==> src/rtl/lsu_pkg.sv <==
// Shared types and constants for the load/store unit.
//   LSU_OP_LD / LSU_OP_ST : the only legal opcodes; anything else completes with value 0.
//   lsu_state_t           : execution FSM states.
//   lsu_entry_t           : one queued memory op {rob_idx, opcode, addr, wdata}.
// Entry field widths follow LSU_DATA_W / LSU_ROB_IDX_W; the top-level width
// parameters default to these and must stay equal to them.
package lsu_pkg;

  localparam int LSU_DATA_W    = 16;
  localparam int LSU_ROB_IDX_W = 4;

  localparam logic [3:0] LSU_OP_LD = 4'd8;
  localparam logic [3:0] LSU_OP_ST = 4'd9;

  typedef enum logic [2:0] {
    IDLE,
    REQ,
    RESP,
    BCAST,
    DRAIN
  } lsu_state_t;

  typedef struct packed {
    logic [LSU_ROB_IDX_W-1:0] rob_idx;
    logic [3:0]               opcode;
    logic [LSU_DATA_W-1:0]    addr;
    logic [LSU_DATA_W-1:0]    wdata;
  } lsu_entry_t;

  function automatic logic lsu_op_legal(input logic [3:0] op);
    return (op == LSU_OP_LD) || (op == LSU_OP_ST);
  endfunction

endpackage

==> src/rtl/lsu_if.sv <==
// Bundle of every non-clock signal of the load/store unit.
//   issue : in_valid, in_rob_idx, in_opcode, in_a_value, in_b_value -> lsu_full
//   ctrl  : rob_head (store commit gate), flush
//   mem   : mem_req_{valid,we,addr,wdata} / mem_req_ready, mem_resp_{valid,rdata}
//   cdb   : cdb_valid, cdb_rob_idx, cdb_value
// modport slave  : the LSU itself.
// modport master : the surrounding core / memory / testbench.
interface lsu_if #(
  parameter int DATA_W    = 16,
  parameter int ROB_IDX_W = 4
) ();

  logic                 in_valid;
  logic [ROB_IDX_W-1:0] in_rob_idx;
  logic [3:0]           in_opcode;
  logic [DATA_W-1:0]    in_a_value;
  logic [DATA_W-1:0]    in_b_value;
  logic                 lsu_full;

  logic [ROB_IDX_W-1:0] rob_head;
  logic                 flush;

  logic                 mem_req_valid;
  logic                 mem_req_ready;
  logic                 mem_req_we;
  logic [DATA_W-1:0]    mem_req_addr;
  logic [DATA_W-1:0]    mem_req_wdata;
  logic                 mem_resp_valid;
  logic [DATA_W-1:0]    mem_resp_rdata;

  logic                 cdb_valid;
  logic [ROB_IDX_W-1:0] cdb_rob_idx;
  logic [DATA_W-1:0]    cdb_value;

  modport slave (
    input  in_valid, in_rob_idx, in_opcode, in_a_value, in_b_value,
    input  rob_head, flush,
    input  mem_req_ready, mem_resp_valid, mem_resp_rdata,
    output lsu_full,
    output mem_req_valid, mem_req_we, mem_req_addr, mem_req_wdata,
    output cdb_valid, cdb_rob_idx, cdb_value
  );

  modport master (
    output in_valid, in_rob_idx, in_opcode, in_a_value, in_b_value,
    output rob_head, flush,
    output mem_req_ready, mem_resp_valid, mem_resp_rdata,
    input  lsu_full,
    input  mem_req_valid, mem_req_we, mem_req_addr, mem_req_wdata,
    input  cdb_valid, cdb_rob_idx, cdb_value
  );

endinterface

==> src/rtl/lsu_queue.sv <==
// Circular issue-order FIFO of lsu_entry_t.
//   clk, rst   : clock, async active-high reset
//   push       : write push_entry at tail (ignored when full)
//   pop        : retire head (ignored when empty)
//   clear      : empty the queue, pointers back to 0 (wins over push/pop)
//   head       : entry at head (undefined while empty)
//   count      : occupancy 0..DEPTH
//   full       : count == DEPTH
// DEPTH must be a power of two so the pointers wrap by natural overflow.
module lsu_queue
  import lsu_pkg::*;
#(
  parameter int DEPTH = 4
) (
  input  logic                         clk,
  input  logic                         rst,
  input  logic                         push,
  input  lsu_entry_t                   push_entry,
  input  logic                         pop,
  input  logic                         clear,
  output lsu_entry_t                   head,
  output logic [$clog2(DEPTH+1)-1:0]   count,
  output logic                         full
);

  localparam int PTR_W = $clog2(DEPTH);
  localparam int CNT_W = $clog2(DEPTH + 1);

  lsu_entry_t       mem_q [DEPTH];
  logic [PTR_W-1:0] wr_ptr, rd_ptr;
  logic             do_push, do_pop;

  assign full    = (count == CNT_W'(DEPTH));
  assign do_push = push && !full;
  assign do_pop  = pop && (count != '0);
  assign head    = mem_q[rd_ptr];

  always_ff @(posedge clk or posedge rst) begin
    if (rst) begin
      wr_ptr <= '0;
      rd_ptr <= '0;
      count  <= '0;
    end else if (clear) begin
      wr_ptr <= '0;
      rd_ptr <= '0;
      count  <= '0;
    end else begin
      if (do_push) wr_ptr <= wr_ptr + 1'b1;
      if (do_pop)  rd_ptr <= rd_ptr + 1'b1;
      case ({do_push, do_pop})
        2'b10:   count <= count + 1'b1;
        2'b01:   count <= count - 1'b1;
        default: count <= count;
      endcase
    end
  end

  // Storage needs no reset: nothing reads a slot before it is written.
  always_ff @(posedge clk) begin
    if (do_push && !clear) mem_q[wr_ptr] <= push_entry;
  end

endmodule

==> src/rtl/load_store_unit.sv <==
// Load/store functional unit (CDB slot 1).
//   clk, rst : clock, async active-high reset
//   bus      : lsu_if.slave -- issue port, rob_head/flush, memory
//              valid/ready request + in-order response, CDB broadcast.
// Ops are queued in issue order and executed one at a time from the head:
// IDLE -> REQ -> RESP -> BCAST for loads/stores, IDLE -> BCAST for illegal
// opcodes. Stores wait in IDLE until the ROB head reaches them. A flush that
// catches a request already accepted by memory parks in DRAIN to swallow the
// orphan response before the next op may use the memory channel.
module load_store_unit
  import lsu_pkg::*;
#(
  parameter int DEPTH     = 4,
  parameter int DATA_W    = LSU_DATA_W,
  parameter int ROB_IDX_W = LSU_ROB_IDX_W
) (
  input  logic clk,
  input  logic rst,
  lsu_if.slave bus
);

  localparam int CNT_W = $clog2(DEPTH + 1);

  lsu_state_t           state_q, state_d;
  lsu_entry_t           in_entry, head;
  logic [CNT_W-1:0]     count;
  logic                 q_full, q_push, q_pop, q_empty;
  logic [DATA_W-1:0]    rdata_q;
  logic [ROB_IDX_W-1:0] head_idx;
  logic                 head_ld, head_st, head_legal;

  assign in_entry = '{rob_idx: bus.in_rob_idx, opcode: bus.in_opcode,
                      addr: bus.in_a_value, wdata: bus.in_b_value};

  // Flush beats a same-cycle issue; a same-cycle dequeue never admits an issue.
  assign q_push = bus.in_valid && !q_full && !bus.flush;
  assign q_pop  = (state_q == BCAST) && !bus.flush;

  lsu_queue #(.DEPTH(DEPTH)) u_queue (
    .clk        (clk),
    .rst        (rst),
    .push       (q_push),
    .push_entry (in_entry),
    .pop        (q_pop),
    .clear      (bus.flush),
    .head       (head),
    .count      (count),
    .full       (q_full)
  );

  assign q_empty    = (count == '0);
  assign head_idx   = head.rob_idx;
  assign head_ld    = (head.opcode == LSU_OP_LD);
  assign head_st    = (head.opcode == LSU_OP_ST);
  assign head_legal = lsu_op_legal(head.opcode);
  assign bus.lsu_full = q_full;

  always_ff @(posedge clk or posedge rst) begin
    if (rst) begin
      state_q <= IDLE;
      rdata_q <= '0;
    end else begin
      state_q <= state_d;
      if (state_q == RESP && bus.mem_resp_valid && head_ld)
        rdata_q <= bus.mem_resp_rdata;
    end
  end

  always_comb begin
    state_d           = state_q;
    bus.mem_req_valid = 1'b0;
    bus.mem_req_we    = 1'b0;
    bus.mem_req_addr  = '0;
    bus.mem_req_wdata = '0;
    bus.cdb_valid     = 1'b0;
    bus.cdb_rob_idx   = '0;
    bus.cdb_value     = '0;

    case (state_q)
      IDLE: begin
        if (!bus.flush && !q_empty) begin
          if (!head_legal)                   state_d = BCAST;
          else if (head_ld)                  state_d = REQ;
          else if (bus.rob_head == head_idx) state_d = REQ;
        end
      end
      REQ: begin
        bus.mem_req_valid = 1'b1;
        bus.mem_req_we    = head_st;
        bus.mem_req_addr  = head.addr;
        bus.mem_req_wdata = head.wdata;
        // A flush withdraws the request unless memory takes it this very cycle,
        // in which case its response is still owed to us.
        if (bus.flush)              state_d = bus.mem_req_ready ? DRAIN : IDLE;
        else if (bus.mem_req_ready) state_d = RESP;
      end
      RESP: begin
        // A response landing in the flush cycle settles the debt; no drain.
        if (bus.mem_resp_valid) state_d = bus.flush ? IDLE : BCAST;
        else if (bus.flush)     state_d = DRAIN;
      end
      BCAST: begin
        bus.cdb_valid = !bus.flush;
        if (!bus.flush) begin
          bus.cdb_rob_idx = head_idx;
          bus.cdb_value   = head_ld ? rdata_q : '0;
        end
        state_d = IDLE;
      end
      DRAIN: begin
        if (bus.mem_resp_valid) state_d = IDLE;
      end
      default: state_d = IDLE;
    endcase
  end

endmodule

==> src/flat_wrapper.sv <==
// flat-port wrapper written by rule: the top's interface ports become plain ports
module load_store_unit_flat import lsu_pkg::*;
#(
  parameter int DEPTH     = 4,
  parameter int DATA_W    = LSU_DATA_W,
  parameter int ROB_IDX_W = LSU_ROB_IDX_W
)
  (clk, rst, bus_in_valid, bus_in_rob_idx, bus_in_opcode, bus_in_a_value, bus_in_b_value, bus_rob_head, bus_flush, bus_mem_req_ready, bus_mem_resp_valid, bus_mem_resp_rdata, bus_lsu_full, bus_mem_req_valid, bus_mem_req_we, bus_mem_req_addr, bus_mem_req_wdata, bus_cdb_valid, bus_cdb_rob_idx, bus_cdb_value);
  lsu_if #(.DATA_W(DATA_W), .ROB_IDX_W(ROB_IDX_W)) bus_i ();
  input  logic clk;
  input  logic rst;
  input wire logic [$bits(bus_i.in_valid)-1:0] bus_in_valid;
  input wire logic [$bits(bus_i.in_rob_idx)-1:0] bus_in_rob_idx;
  input wire logic [$bits(bus_i.in_opcode)-1:0] bus_in_opcode;
  input wire logic [$bits(bus_i.in_a_value)-1:0] bus_in_a_value;
  input wire logic [$bits(bus_i.in_b_value)-1:0] bus_in_b_value;
  input wire logic [$bits(bus_i.rob_head)-1:0] bus_rob_head;
  input wire logic [$bits(bus_i.flush)-1:0] bus_flush;
  input wire logic [$bits(bus_i.mem_req_ready)-1:0] bus_mem_req_ready;
  input wire logic [$bits(bus_i.mem_resp_valid)-1:0] bus_mem_resp_valid;
  input wire logic [$bits(bus_i.mem_resp_rdata)-1:0] bus_mem_resp_rdata;
  output wire logic [$bits(bus_i.lsu_full)-1:0] bus_lsu_full;
  output wire logic [$bits(bus_i.mem_req_valid)-1:0] bus_mem_req_valid;
  output wire logic [$bits(bus_i.mem_req_we)-1:0] bus_mem_req_we;
  output wire logic [$bits(bus_i.mem_req_addr)-1:0] bus_mem_req_addr;
  output wire logic [$bits(bus_i.mem_req_wdata)-1:0] bus_mem_req_wdata;
  output wire logic [$bits(bus_i.cdb_valid)-1:0] bus_cdb_valid;
  output wire logic [$bits(bus_i.cdb_rob_idx)-1:0] bus_cdb_rob_idx;
  output wire logic [$bits(bus_i.cdb_value)-1:0] bus_cdb_value;
  assign bus_i.in_valid = bus_in_valid;
  assign bus_i.in_rob_idx = bus_in_rob_idx;
  assign bus_i.in_opcode = bus_in_opcode;
  assign bus_i.in_a_value = bus_in_a_value;
  assign bus_i.in_b_value = bus_in_b_value;
  assign bus_i.rob_head = bus_rob_head;
  assign bus_i.flush = bus_flush;
  assign bus_i.mem_req_ready = bus_mem_req_ready;
  assign bus_i.mem_resp_valid = bus_mem_resp_valid;
  assign bus_i.mem_resp_rdata = bus_mem_resp_rdata;
  assign bus_lsu_full = bus_i.lsu_full;
  assign bus_mem_req_valid = bus_i.mem_req_valid;
  assign bus_mem_req_we = bus_i.mem_req_we;
  assign bus_mem_req_addr = bus_i.mem_req_addr;
  assign bus_mem_req_wdata = bus_i.mem_req_wdata;
  assign bus_cdb_valid = bus_i.cdb_valid;
  assign bus_cdb_rob_idx = bus_i.cdb_rob_idx;
  assign bus_cdb_value = bus_i.cdb_value;
  load_store_unit #(.DEPTH(DEPTH), .DATA_W(DATA_W), .ROB_IDX_W(ROB_IDX_W)) u_core (.clk(clk), .rst(rst), .bus(bus_i));
endmodule
==> config.mk <==
export PLATFORM = sky130hd
export DESIGN_NAME = load_store_unit_flat
export DESIGN_NICKNAME = d
export VERILOG_FILES = /design/src/rtl/lsu_pkg.sv /design/src/rtl/lsu_if.sv /design/src/rtl/lsu_queue.sv /design/src/rtl/load_store_unit.sv /design/src/flat_wrapper.sv
export SDC_FILE = /design/constraint.sdc
export NUM_CORES = 1
export LEC_CHECK = 0
export ABC_AREA = 1
export CAP_MARGIN = 10
export CORE_ASPECT_RATIO = 0.9
export CORE_MARGIN = 2
export CORE_UTILIZATION = 53
export CTS_CLUSTER_DIAMETER = 150
export CTS_CLUSTER_SIZE = 10
export DETAILED_ROUTE_END_ITERATION = 6
export GPL_TIMING_DRIVEN = 0
export PLACE_DENSITY_LB_ADDON = 0.05
export SETUP_SLACK_MARGIN = 0.05
export SLEW_MARGIN = 20
export SYNTH_ARGS = -nofsm -noshare
export SYNTH_HDL_FRONTEND = slang
export SYNTH_SLANG_ARGS = --single-unit
==> constraint.sdc <==
create_clock -name clk -period 3.65 [get_ports clk]
set_input_delay 0.5475 -clock clk [delete_from_list [all_inputs] [get_ports clk]]
set_output_delay 0.5475 -clock clk [all_outputs]
set_load 0.02 [all_outputs]
==> results of run 1 <==
[worst max-delay path by stage]
stage / from / to / slack (ps) / cells after the start
final: u_core.u_queue.rd_ptr[0] / bus_mem_req_wdata[0] / 250 / 8
after global routing: u_core.u_queue.rd_ptr[0] / bus_mem_req_wdata[6] / 80 / 8
after CTS: u_core.u_queue.rd_ptr[0] / bus_mem_req_wdata[6] / 270 / 8
after detailed placement: bus_flush / u_core.u_queue.count[2] / 670 / 10
after global placement: bus_flush / u_core.u_queue.mem_q[2][22] / -1310 / 4
after floorplan: bus_flush / u_core.u_queue.mem_q[0][0] / 690 / 3
[sequential cells by signal, indices dropped and copies added (netlist names)]
name and count:
u_core.rdata_q 16, u_core.state_q 3, u_core.u_queue.count 3, u_core.u_queue.mem_q 160, u_core.u_queue.rd_ptr 2, u_core.u_queue.wr_ptr 2
[power groups by stage]
stage	Sequential (µW)	Combinational (µW)	Clock, µW
after detailed placement	2630	1350	0
after floorplan	2620	755	0
after CTS	2590	1360	1690
final	2590	1350	1670
after global routing	2610	1470	1790
after global placement	2640	1260	0
[critical path, cell delays in order (launching register included)]
cell,delay [ps]
dfrtp_1,450
buf_2,250
buf_2,260
buf_2,280
nor2_1,80
nor2_1,90
o21ai_0,100
a21oi_1,260
clkdlybuf4s50_1,660
[area by class of cell]
type	count	area, µm²
well taps	193	241.5
inverters	42	157.7
clock inverters	14	106.4
clock buffers	18	429.2
multi-input cells	402	1918
plain buffers	32	155.1
repair buffers	128	1384
fillers	1039	4209
flip-flops and latches	186	5455
[per-stage QoR]
step	power, µW	setup TNS, ps	setup slack [ps]
after CTS	5640	0	266.0
after detailed placement	3979	0	672.1
final	5612	0	248.9
after global placement	3897	-200610	-1306
after floorplan	3375	0	693.8
after global routing	5867	0	77.07
[kinds of logic after synthesis]
| group | after synthesis | synth area share (%) |
|---|---|---|
| xor gates and xnor gates | 2 | 0.2288 |
| and+or+nand+nor | 273 | 14.61 |
| adders and majority gates | 5 | 0.9152 |
| muxes | 8 | 1.373 |
| DFF | 186 | 71.25 |
| buffers and inverters | 74 | 4.086 |
| AOI/OAI and AO/OA | 114 | 7.534 |
[synth_stat cells (5+ instances only)]
cell type / number
nand2_1: 61
edfxtp_1: 160
a21oi_1: 41
nand3_1: 27
inv_1: 37
nor2_1: 162
dfrtp_1: 26
inv_2: 5
clkbuf_1: 13
o21ai_0: 69
buf_2: 10
nor3_1: 11
[layer usage]
metal  wire (µm)  part of all wire (%)
met1        7462                    43
met2        8636                    50
met3        1000                   5.8
met4         241                   1.4
met5           0                     0
==> results.md, run 1 <==
* Pin count of the biggest net entering global routing at 27
* Share of the synthesized area in the top cell type at 62.76%
* Logic pwr share at 24.0%
* Min Tclk post-route at 3401 ps
* N_diodes at 0
* Core Rows at 41
* Clk Latency, worst-skew pair at 420 ps
* Initial antenna violation count at 0
* Maxcap violations at 0
* Synth-to-layout area growth at 28.62%
* Die H at 118.0 µm
* Vias at 5358
* Setup Skew at 8.643 ps
* Root buffer cell: clkbuf_16
* I/O Buffers at 121
* Cell area after placement at 0.009311 mm²
* DRC violations left at 0
* Final core occ at 70.06%
* RePlAce Congestion at 0.7776
* Peak VDD IR at 0.4908 mV
* Drt total wl at 17.34 mm
* Synth area leader: edfxtp_1
* Unique masters post-synth at 29
* Post-Syn Area at 0.007656 mm²
* Vias in the first global route at 5269
* Chip width at 130.7 µm
* Fmax at 294.0 MHz
* Commonest non-fill, non-tap cell in the layout: edfxtp_1
* Reg2reg setup slack at 1200 ps
* Seq/Total Area, Yosys at 71.25%
* Top Usage Layer GRT: met2
* Worst slew margin at 51.07%
* Crit-path max FO at 10
* Met3 usage at 5.500%
* Post-synth EDFFs at 160
* Async SR Flop Fraction at 13.98%
* Status: complete, no violations
* Fin nets at 880
* Seq cells post-synth at 186
* Final setup fails at 0
* Worst EP required at 3100 ps
* Worst slew pin tran at 732.3 ps
* Clock Path Buffers at 2
* First-pass GRT wire length at 27.41 mm
* Worst Hold Class: primary input to asynchronous set/reset pin
* CTS H-tree lvls at 4
* Reg power frac at 46.2%
* P_int at 3977 µW
* Synthesized area per cell at 11.57 µm²
* Wirelength per Cell at 17.08 µm
* WHS at 505.1 ps
* Gr ovfl total at 0
* I/O pins at 122
* Switching share of power at 29.14%
* Sink Count at 186
* Non-Filler Instances at 1015
* Initial DRC Count at 559
* GRT met1 Usage at 31.62%
* CTS tree: built
* Pre-antenna DRT Iters at 4
* Power per cell area at 570.0 mW/mm²
* Gate Count Post-Synth at 662
* Design area at 0.009847 mm²
* Critical Path Sink Type: output port
* Die area at 0.01542 mm²
* Core footprint at 0.01406 mm²
* Reg2Reg Depth at 10
* Clock Power Share at 29.8%
* Startpoint Class: flip-flop
* Final-report hold violation count at 0
* Crit Path Class: flip-flop to output port
* Gr usage total at 23.63%
* Ys flop type: edfxtp_1
* Synth top area cells: edfxtp_1, dfrtp_1, nor2_1
* Reg2reg end: u_core.u_queue.count[2]
* Share of cells above drive strength 1 at 8.881%
* Fin crit share at 93.18%
* Leak pwr at 0.003649 µW
* Met2 track demand over resource at 38.96%
* CTS buffer count at 17
* PostCTS Resize Cnt at 0
* Sw Pwr at 1636 µW
* Unrepaired setup endpoints after global routing: no
* Cells after DPL at 983
* Via density at 5.279
* Postcts setup bufs at 0
* Clock Pin Slew Worst Setup and Hold Paths at 70 ps
* Post-route ant nets at 0
* Crit path arrival time at 2850 ps
* Most frequent cells in the layout: edfxtp_1, nor2_1, clkdlybuf4s50_1
* Worst R2R Start: u_core.u_queue.count[0]
* Initial Utilization at 54.47%
* Syn_nets at 733
* Ys Warns at 0
* Dpl hpwl at 11.38 mm
* CTS hold repair buffers at 0
* Fin. max-slew vios at 0
Power figures use the tool's default switching activity.
==> run 2, diff against run 1 <==
Settings changed: CORE_UTILIZATION 53 to 54, SYNTH_HIERARCHICAL set to 1.
==> run 2 against run 1 <==
Against the previous run:
- register-to-register slack worse by 220 ps
- setup slack worse by 53 ps
- hold slack worse by 130 ps
- area after synthesis is 3.0% higher
- flip-flop and latch count stayed put
- final cell count is 2.8% higher
- combinational power is 33% lower
- largest power group unchanged
- highest routed layer unchanged
==> results.md, run 2 <==
* DRC violations left at 0
* N_diodes at 0
* Clock Power Share at 34.0%
* Unique masters post-synth at 35
* Clock Pin Slew Worst Setup and Hold Paths at 70 ps
* Initial Utilization at 55.70%
* Clock Path Buffers at 2
* P_int at 3686 µW
* Peak VDD IR at 0.4036 mV
* Drt total wl at 17.87 mm
* Synth area leader: edfxtp_1
* Unrepaired setup endpoints after global routing: no
* Worst slew margin at 51.13%
* Setup Skew at 7.209 ps
* Seq/Total Area, Yosys at 69.17%
* First-pass GRT wire length at 28.36 mm
* Max FFs per register at 160
* Power per cell area at 504.0 mW/mm²
* Seq cells post-synth at 186
* Syn_nets at 762
* Via density at 5.349
* Cell area after placement at 0.009539 mm²
* Sink Count at 186
* Postcts setup bufs at 0
* Switching share of power at 27.74%
* Share of the synthesized area in the top cell type at 60.92%
* Die H at 118.6 µm
* Synthesized area per cell at 11.41 µm²
* Synth top area cells: edfxtp_1, dfrtp_1, nor2_1
* Crit path arrival time at 2910 ps
* Wirelength per Cell at 17.14 µm
* Chip width at 131.4 µm
* Core Rows at 41
* Pin count of the biggest net entering global routing at 23
* Top Usage Layer GRT: met2
* Worst EP required at 3100 ps
* Crit Path Class: flip-flop to output port
* Sw Pwr at 1415 µW
* Fin nets at 908
* Gate Count Post-Synth at 691
* Ys Warns at 6
* Gr ovfl total at 0
* Pre-antenna DRT Iters at 6
* Crit-path max FO at 10
* Post-route ant nets at 0
* Dpl hpwl at 11.71 mm
* Initial antenna violation count at 1
* Post-Syn Area at 0.007886 mm²
* Async SR Flop Fraction at 13.98%
* Clk Latency, worst-skew pair at 430 ps
* Fmax at 289.5 MHz
* Top flop regs: u_core/u_queue/mem_q: 160 flops, u_core/rdata_q: 16 flops
* Root buffer cell: clkbuf_16
* I/O pins at 122
* Worst Hold Class: primary input to asynchronous set/reset pin
* Fin. max-slew vios at 0
* Logic pwr share at 17.7%
* Critical Path Sink Type: output port
* Vias at 5579
* Post-route setup TNS at 0 ps
* Share of cells above drive strength 1 at 12.12%
* CTS H-tree lvls at 4
* Gr usage total at 23.69%
* Reg power frac at 48.3%
* Vias in the first global route at 5632
* Final setup fails at 0
* Fin crit share at 94.62%
* Die area at 0.01559 mm²
* Ys flop type: edfxtp_1
* CTS buffer count at 17
* Biggest register: u_core/u_queue/mem_q
* GRT met1 Usage at 30.14%
* Synth-to-layout area growth at 28.35%
* Commonest non-fill, non-tap cell in the layout: edfxtp_1
* CTS hold repair buffers at 0
* Status: complete, no violations
* Dominant cell by count in the synthesized netlist: edfxtp_1
* Most instantiated cells after synthesis: edfxtp_1, nor2_1, inv_1
* Met3 usage at 5.320%
* Core footprint at 0.01416 mm²
* Maxcap violations at 0
* Met2 track demand over resource at 40.03%
* CTS tree: built
* Final core occ at 71.49%
* Final-report hold violation count at 0
* Worst slew pin tran at 732.3 ps
* RePlAce Congestion at 0.8440
* Startpoint Class: flip-flop
* Min Tclk post-route at 3454 ps
* Initial DRC Count at 475
* Total chip power at 5102 µW
* Leak pwr at 0.004061 µW
* I/O Buffers at 121
* Design area at 0.01012 mm²
* Post-synth EDFFs at 160
* Most frequent cells in the layout: edfxtp_1, nor2_1, clkdlybuf4s50_1
## run 2: cell types whose count changed in the layout (fill, tap and decap cells not counted), sizes merged, moves of 3 or more
cell	change
dlymetal6s2s	+10
clkinv	-4
clkdlybuf4s50	-12
o21ai	+20
o22ai	+41
nand2	-3
nor2	-13
inv	+48
mux2	-8
nand3	-18
a21oi	-29
## run 2: power by group through the flow
stage	combinational, µW	sequential [µW]	clock, µW
after global routing	979	2470	1860
final	905	2460	1730
after floorplan	500	2500	0
after CTS	911	2460	1760
after detailed placement	905	2510	0
after global placement	875	2510	0
## run 2: cell type report
cell class | instances | area (µm²)
Sequential cell | 186 | 5455
Fill cell | 1006 | 4036
Multi-Input combinational cell | 388 | 1966
Timing Repair Buffer | 128 | 1404
Clock buffer | 17 | 425.4
Inverter | 84 | 317.8
Tap cell | 193 | 241.5
Buffer | 32 | 180.2
Clock inverter | 15 | 132.6
## run 2: cell families (layout without fill, tap and decap cells)
family                     Yosys count  in the layout  synth area share [%]
and+or+nand+nor                    238            238                 12.95
DFF                                186            186                 69.17
AOI/OAI and AO/OA                  144            144                 10.60
buffers and inverters              117            276                 6.283
adders and majority gates            5              5                0.8885
xor gates and xnor gates             1              1                0.1111
## run 2: worst paths after layout
| path | start | cells after the start | slack [ps] | end |
|---|---|---|---|---|
| max reg2reg | u_core/u_queue/count[0] | 9 | 980 | u_core/u_queue/mem_q[0][39] |
| min in group clk | u_core/rdata_q[5] | 2 | 490 | u_core/rdata_q[5] |
| min reg2reg | u_core/rdata_q[5] | 2 | 490 | u_core/rdata_q[5] |
| max | u_core/u_queue/rd_ptr[0] | 8 | 200 | bus_mem_req_we |
| max in group asynchronous | rst | 2 | 2620 | u_core/rdata_q[14] |
| min | rst | 2 | 370 | u_core/u_queue/count[1] |
## run 2: critical path: stages, from the launching register on
cell and delay (ps):
dfrtp_1 350, buf_2 180, inv_2 160, clkbuf_2 260
nor2_1 70, o22ai_1 320, inv_1 120, nor3_1 290
clkdlybuf4s50_1 720
## run 2: per-layer routing
metal,part of all wire [%],vias to the layer above
li1,-,2657
met1,43,2711
met2,50,191
met3,6.0,20
met4,1.4,0
met5,0,-
## run 2: timing repair
| item | 4_1_cts | 5_1_grt |
|---|---|---|
| pin swaps | 0 | 0 |
| endpoints found under the setup margin | 7 | 13 |
| resized for setup | 2 | 14 |
## run 2: per-stage QoR
stage / setup WS [ps] / hold WS [ps] / cells
6_report: 196.2 / 371.7 / 1043
5_1_grt: 79.94 / 402.0 / 1043
3_3_place_gp: -1896 / 465.2 / 1005
3_5_place_dp: 341.1 / 471.6 / 1012
2_1_floorplan: 233.8 / 350.9 / 691
4_1_cts: 84.12 / 370.5 / 1043
==> run 3, diff against run 2 <==
Settings changed: CORE_MARGIN 2 to unset.
==> run 3 against run 2 <==
Against the previous run:
- flip-flop and latch count unchanged
- fmax increased by 2.2%
- clock-buffer cell count unchanged
- via count increased by 0.11%
- sequential share of layout area increased by 0.54 points
- sequential power about the same
- non-clock buffer count decreased by 2
- design area decreased by 0.99%
- setup slack improved by 75 ps
- wire length decreased by 2.0%
- final cell count decreased by 0.19%
- critical endpoint is now bus_cdb_value[10]
- largest cell class unchanged
- highest routed layer unchanged
==> results.md, run 3 (same netlist as run 2, synthesis figures left out) <==
* Commonest non-fill, non-tap cell in the layout: edfxtp_1
* Worst slew pin tran at 785.5 ps
* Postcts setup bufs at 0
* Non-Filler Instances at 1041
* Fin crit share at 92.58%
* Initial DRC Count at 466
* Crit path arrival time at 2830 ps
* CTS H-tree lvls at 4
* Initial Utilization at 55.70%
* Drt total wl at 17.52 mm
* Fin. max-slew vios at 0
* Wirelength per Cell at 16.83 µm
* Status: complete, no violations
* I/O pins at 122
* Chip width at 129.4 µm
* Met3 usage at 5.085%
* Met2 track demand over resource at 40.90%
* Dpl hpwl at 11.36 mm
* Critical Path Sink Type: output port
* Post-route ant nets at 0
* Max FFs per register at 160
* Unrepaired setup endpoints after global routing: no
* Fmax at 295.9 MHz
* Gr ovfl total at 0
* Vias at 5585
* Worst R2R Start: u_core/u_queue/count[0]
* Reg2reg end: u_core/u_queue/mem_q[0][1]
* Maxcap violations at 0
* Min Tclk post-route at 3379 ps
* Most frequent cells in the layout: edfxtp_1, nor2_1, clkdlybuf4s50_1
* Fin nets at 906
* WHS at 384.0 ps
* Crit path largest cell delay at 630 ps
* Sink Count at 186
* I/O Buffers at 121
* DRC violations left at 0
* Final setup fails at 0
* Via density at 5.365
* Share of cells above drive strength 1 at 11.32%
* Gr usage total at 24.40%
* RePlAce Congestion at 0.8787
* Reg2reg setup slack at 900 ps
* Slowest cell on the critical path: clkdlybuf4s50_1
* Total chip power at 5067 µW
* Root buffer cell: clkbuf_16
* Clock Pin Slew Worst Setup and Hold Paths at 60 ps
* Clk Latency, worst-skew pair at 430 ps
* Startpoint Class: flip-flop
* Vias in the first global route at 5511
* Pre-antenna DRT Iters at 5
* Setup Skew at 9.502 ps
* Clock Path Buffers at 2
* Die H at 116.6 µm
* Reg area at 0.005455 mm²
* Top flop regs: u_core/u_queue/mem_q: 160 flops, u_core/rdata_q: 16 flops
* Post-route setup TNS at 0 ps
* Crit-path max FO at 10
* Cell Chain, Critical Path: buf_2 > inv_2 > buf_2 > o21ai_1 > o22ai_1 > nor2_1 > nand2_2 > nor2_4 > inv_2 > nor3_1 > clkdlybuf4s50_1
* Power per cell area at 505.6 mW/mm²
* Pin count of the biggest net entering global routing at 23
* Initial antenna violation count at 0
* Top Usage Layer GRT: met2
* CTS buffer count at 17
* GRT met1 Usage at 31.72%
* Area of the multi-input gates at 0.001966 mm²
* Worst Hold Class: primary input to asynchronous set/reset pin
* Die area at 0.01509 mm²
* Layout fillers at 1027
* Final-report hold violation count at 0
* Worst EP required at 3100 ps
* Crit Path Class: flip-flop to output port
* Synth-to-layout area growth at 27.08%
* Peak VDD IR at 0.3896 mV
* CP bufs+invs at 5
* Core Rows at 41
* Worst slew margin at 47.51%
* Cells after DPL at 1009
* Largest delay share family, worst path: buffers and inverters
* Core footprint at 0.01416 mm²
* Reg2Reg Depth at 9
* First-pass GRT wire length at 27.23 mm
* Biggest register: u_core/u_queue/mem_q
* N_diodes at 0
* Leak pwr at 0.004035 µW
* CTS tree: built
==> run 3: final cells by class <==
type	instances	area share, %
Clock inverter	15	1.086
Sequential cell	186	54.43
Multi-Input combinational cell	388	19.61
Inverter	84	3.171
Tap cell	193	2.409
Timing Repair Buffer	125	13.26
Buffer	33	1.785
Clock buffer	17	4.245
==> run 3: worst max-delay path by stage <==
stage | slack [ps] | cells past startpoint | start | to
detailed placement | 330 | 15 | bus_flush | u_core/u_queue/count[2]
floorplan | 230 | 8 | u_core/u_queue/count[0] | u_core/u_queue/mem_q[0][0]
CTS | 50 | 10 | u_core/u_queue/rd_ptr[1] | bus_cdb_value[12]
global route | 70 | 11 | u_core/u_queue/rd_ptr[0] | bus_cdb_value[10]
finish | 270 | 11 | u_core/u_queue/rd_ptr[0] | bus_cdb_value[10]
global placement | -1770 | 6 | bus_flush | u_core/u_queue/mem_q[3][37]
==> run 3: report_power, final <==
group | switching [µW] | internal [µW]
logic | 548 | 372
registers | 51.9 | 2410
clock network | 758 | 923
total | 1360 | 3710
==> run 3: metrics by stage <==
step / cell area [µm²] / setup slack [ps] / utilization [%]
4_1_cts: 9991 / 54.33 / 70.56
3_5_place_dp: 9457 / 334.8 / 66.79
3_3_place_gp: 9339 / -1768 / 65.96
6_report: 10020 / 270.8 / 70.78
2_1_floorplan: 7886 / 233.8 / -
5_1_grt: 10020 / 66.62 / 70.78
==> run 3: repair_timing <==
action                     CTS  global route
hold buffers                 0             0
setup endpoints to repair    0            13
resized for setup            0            14
==> run 3: routing by layer <==
layer / share of wire (%) / routed length [µm]
met4: 1.3 / 221
met3: 5.7 / 991
met5: 0 / 0
met1: 43 / 7578
met2: 50 / 8727
